`config.mk`:
```
export PLATFORM = sky130hd
export DESIGN_NAME = serial_subtractor
export DESIGN_NICKNAME = d
export VERILOG_FILES = /design/src/rtl/serial_subtractor.sv
export SDC_FILE = /design/constraint.sdc
export NUM_CORES = 1
export LEC_CHECK = 0
export BUFFER_PORTS_ARGS = -buffer_cell sky130_fd_sc_hd__buf_2
export CAP_MARGIN = 20
export CORE_MARGIN = 5
export CORE_UTILIZATION = 47
export CTS_CLUSTER_DIAMETER = 30
export CTS_CLUSTER_SIZE = 24
export DETAILED_ROUTE_END_ITERATION = 12
export GPL_TIMING_DRIVEN = 0
export PLACE_DENSITY = 0.77
export SETUP_SLACK_MARGIN = 0.2
export SKIP_CTS_REPAIR_TIMING = 1
export SLEW_MARGIN = 20
export SYNTH_ARGS = -nofsm -noshare
export SYNTH_HDL_FRONTEND = slang
export SYNTH_SLANG_ARGS = --single-unit
```
`constraint.sdc`:
```
create_clock -name clk -period 1.8 [get_ports clk]
set_input_delay 0.18 -clock clk [delete_from_list [all_inputs] [get_ports clk]]
set_output_delay 0.18 -clock clk [all_outputs]
set_load 0.01 [all_outputs]
```
`src/rtl/serial_subtractor.sv`:
```
// Bit-serial subtractor: computes (a - b - bin) one bit per clock, LSB first,
// and publishes diff/bout/ovf together once all WIDTH bits are done.
module serial_subtractor #(
  parameter int WIDTH = 4
) (
  input  logic             clk,
  input  logic             rst_n,
  input  logic             start,
  input  logic [WIDTH-1:0] a,
  input  logic [WIDTH-1:0] b,
  input  logic             bin,
  output logic [WIDTH-1:0] diff,
  output logic             bout,
  output logic             ovf,
  output logic             busy,
  output logic             done
);

  localparam int CW = $clog2(WIDTH + 1);

  typedef enum logic [1:0] {S_IDLE, S_SHIFT, S_DONE} state_t;

  state_t           r_state, w_next;
  logic [WIDTH-1:0] r_a, r_b, r_res;
  logic             r_borrow;
  logic [CW-1:0]    r_cnt;

  logic             w_d, w_bnext, w_last, w_accept;
  logic [WIDTH-1:0] w_res_next;

  // One full-subtractor slice on the current operand LSBs.
  assign w_d        = r_a[0] ^ r_b[0] ^ r_borrow;
  assign w_bnext    = (~r_a[0] & (r_b[0] | r_borrow)) | (r_b[0] & r_borrow);
  assign w_res_next = {w_d, r_res[WIDTH-1:1]};
  assign w_last     = (r_cnt == CW'(WIDTH - 1));
  assign w_accept   = (r_state == S_IDLE) && start;

  // State register.
  always_ff @(posedge clk or negedge rst_n) begin
    if (!rst_n) r_state <= S_IDLE;
    else        r_state <= w_next;
  end

  // Next-state and status outputs; DONE always falls back to IDLE.
  always_comb begin
    w_next = r_state;
    busy   = 1'b0;
    done   = 1'b0;
    unique case (r_state)
      S_IDLE:  if (start) w_next = S_SHIFT;
      S_SHIFT: begin
        busy = 1'b1;
        if (w_last) w_next = S_DONE;
      end
      S_DONE: begin
        busy   = 1'b1;
        done   = 1'b1;
        w_next = S_IDLE;
      end
      default: w_next = S_IDLE;
    endcase
  end

  // Operand shift registers, borrow chain, bit counter and result registers.
  // On the last shift edge r_a[0]/r_b[0] hold the original sign bits and w_d
  // is the result sign, so overflow is resolved without extra sign storage.
  always_ff @(posedge clk or negedge rst_n) begin
    if (!rst_n) begin
      r_a      <= '0;
      r_b      <= '0;
      r_res    <= '0;
      r_borrow <= 1'b0;
      r_cnt    <= '0;
      diff     <= '0;
      bout     <= 1'b0;
      ovf      <= 1'b0;
    end else if (w_accept) begin
      r_a      <= a;
      r_b      <= b;
      r_res    <= '0;
      r_borrow <= bin;
      r_cnt    <= '0;
    end else if (r_state == S_SHIFT) begin
      r_a      <= r_a >> 1;
      r_b      <= r_b >> 1;
      r_res    <= w_res_next;
      r_borrow <= w_bnext;
      r_cnt    <= r_cnt + CW'(1);
      if (w_last) begin
        diff <= w_res_next;
        bout <= w_bnext;
        ovf  <= (r_a[0] ^ r_b[0]) & (w_d ^ r_a[0]);
      end
    end
  end

endmodule

```
==> out/qor.csv <==
stage,metric,value,unit
routing,Vias,788,
synthesis,synthesized cell area,0.00114,sq mm
clocking,"Reg clk slew, reported paths",120,ps
placement,I/O Buffers,19,
sta,final worst-path cycle share,0.887,
sta,RSZ-0062 raised after global routing,yes,
clocking,root buf cell,clkbuf_4,
global_routing,vias in the first global route,760,
global_routing,initial antenna violation count,0,
global_routing,Total GRT Usage,0.124,
synthesis,"count leader, synth",dfrtp_1,
synthesis,multiplexer area fraction after synthesis,0.163,
synthesis,sequential area share after synthesis,0.503,
synthesis,number of flops mapped to enable cells by yosys,0,
worst_setup_path,Worst Path Arrival,1810,ps
synthesis,synth cell count leaders,"dfrtp_1 (23), nand2_1 (12), o21ai_0 (12)",
layout,final core occ,0.595,
global_routing,busiest layer in global routing,met2,
synthesis,Yosys top cell area share,0.503,
routing,DRC,0,
run_status,status,"finished, final reports clean",
layout,Register Area,576,sq um
placement,Placed Cells,146,
synthesis,Synth async-reset ratio,1.00,
floorplanning,Die Wd,59.3,microns
synthesis,ys flop type,dfrtp_1,
routing,Avg Vias per Cell,5.08,
worst_setup_path,startpoint types,flip-flop,
power,Clock power frac,0.098,
power,Sw Ratio,0.372,
placement,pre-CTS setup slack,203,ps
global_routing,met2 usage in global routing,0.190,
layout,final cell count without fillers,155,
layout,post-route cell area,0.00135,sq mm
clocking,Max Buffers Root-to-Sink,2,
routing,post-DR wirelength/cell,12.7,microns
global_routing,grt met3 use,0.0392,
placement,gpl congestion,0.732,
sta,Final WS setup,203,ps
global_routing,first-pass GRT wire length,3240,microns
worst_setup_path,critical path type,reg2reg,
sta,Final Hold Viols,0,
layout,Final #Nets,147,
synthesis,Synth Net Count,118,
sta,Slew @ Worst Pin,504,ps
sta,setup TNS,0,ps
sta,Tmin final,1600,ps
power,Leak,0.690,nW
synthesis,largest family of logic cells by synthesized area,multiplexers,
clocking,"Clk Latency, worst-skew pair",310,ps
power,combinational fraction of design power,0.534,
worst_hold_path,Hold Crit Class,in2reg,
worst_setup_path,required time of the critical path,2010,ps
clocking,Sink Count,23,
sta,Fin Hold WS,62.3,ps
floorplanning,Row Count,17,
routing,overall routed net length,1970,microns
worst_setup_path,Critical Path End Type,flip-flop,
layout,Diodes inserted,0,
layout,area delta synth->final,18.4,%
synthesis,Post-Synth XOR/XNOR Area,0.00766,
sta,Max Freq,0.626,GHz
synthesis,"Distinct cells, synth",23,
power,Seq pwr share,0.369,
floorplanning,Placeable Area,0.00228,sq mm
floorplanning,die footprint,0.00352,sq mm
synthesis,"Avg Cell Area, Syn",11.6,sq um
global_routing,largest net degree at the start of global routing,24,
clocking,CTS tree,built,
sta,Final setup viols,0,
layout,Fillers,197,
clocking,H-tree levels,1,
worst_hold_path,WHS Path Cells,3,
job,MaxCap Viol Count,0,
synthesis,Synth area leader,dfrtp_1,
power,internal power,1.51,mW
floorplanning,starting density of the core,0.502,
sta,final slew viol count,0,
layout,layout cells sized above 1,0.323,
routing,Detail Route Antenna Nets,0,
layout,multi-input logic area,519,sq um
synthesis,main area contributors after synthesis,"dfrtp_1 (50%), mux2i_1 (8.8%), ha_1 (6.6%)",
sta,Clock Skew,1.33,ps
synthesis,Synth Area in Simple Gates,0.106,
routing,router iterations before antenna repair,5,
placement,DP Wirelength,1410,microns
synthesis,post-synthesis compound-gate area fraction,0.0821,
placement,Area after DPL,0.00127,sq mm
power,PwrDens,1780,mW/mm^2
worst_setup_path,CP max FO,4,
global_routing,M1 GR Usage,0.157,
sta,relative slew slack,0.664,
power,Psw,0.895,mW
routing,DRT iter0 DRCs,17,
clocking,CTS buffer count,3,
power,overall power,2.40,mW
global_routing,grt total ovfl,0,
floorplanning,I/O pin count,20,
synthesis,Yosys warnings,0,
synthesis,Mapped Cells,99,
power,Max VDD drop,877,uV
floorplanning,die height,59.3,microns
synthesis,Adder-Cell Fraction of Synth Area,0.0832,
worst_setup_path,Worst R2R Setup Slack,200,ps
worst_setup_path,worst r2r path cells,4,
synthesis,Yosys reg bits,23,
cells in the final DEF (no fill, tap or decap), types with 2 or more instances in the layout:
cell	instances
mux2i_1	10
buf_4	5
nand2_1	12
buf_6	2
buf_2	21
ha_1	6
nand2b_1	2
dfrtp_1	23
mux2_4	5
o21ai_0	12
nor2_1	6
inv_1	6
clkbuf_4	3
flip-flops by register name, summed over array words and instances (netlist names):
signal and flops:
r_a 4, r_state 2, r_cnt 3, ovf 1
r_res 3, r_b 4, diff 4, bout 1
r_borrow 1
layout make-up:
| cell class | count | area share |
|---|---|---|
| multi-input combinational | 65 | 0.384 |
| buffer | 5 | 0.0296 |
| timing repair buffer | 24 | 0.0998 |
| sequential | 23 | 0.425 |
| tap | 28 | 0.0259 |
| clock buffer | 4 | 0.0194 |
| inverter | 6 | 0.0166 |
routing by layer:
metal  vias to the layer above  part of all wire
met5                         -                 0
met4                         0             0.017
met3                         5             0.058
met2                        17              0.48
met1                       381              0.45
li1                        385                 -
worst max-delay path, cell delays in order (launching register included):
cell and delay, ps:
dfrtp_1 430, fa_1 620, nand2b_4 150, o22ai_2 50, mux2_4 250
power by group through the flow:
stage	logic, mW	registers, mW	clock network [mW]
floorplan	0.875	0.891	0
global placement	1.10	0.886	0
detailed placement	1.14	0.900	0
CTS	1.15	0.891	0.243
global route	1.43	0.916	0.261
finish	1.28	0.886	0.234
cell families after synthesis:
| logic type | Yosys count |
|---|---|
| buffers and inverters | 11 |
| and+or+nand+nor | 24 |
| xor gates and xnor gates | 1 |
| AOI/OAI and AO/OA | 17 |
| muxes | 16 |
| adders and majority gates | 7 |
| DFF | 23 |
worst paths after layout:
path | startpoint | endpoint
worst min-delay path | b[2] | r_b[2]$_DFFE_PN0P_
worst min register to register | ovf$_DFFE_PN0P_ | ovf$_DFFE_PN0P_
max in group asynchronous | rst_n | r_b[3]$_DFFE_PN0P_
worst max register to register | r_a[0]$_DFFE_PN0P_ | ovf$_DFFE_PN0P_
worst max-delay path | r_a[0]$_DFFE_PN0P_ | ovf$_DFFE_PN0P_
min in group asynchronous | rst_n | r_cnt[0]$_DFFE_PN0P_
No activity file was read; power rests on OpenSTA's default activity.
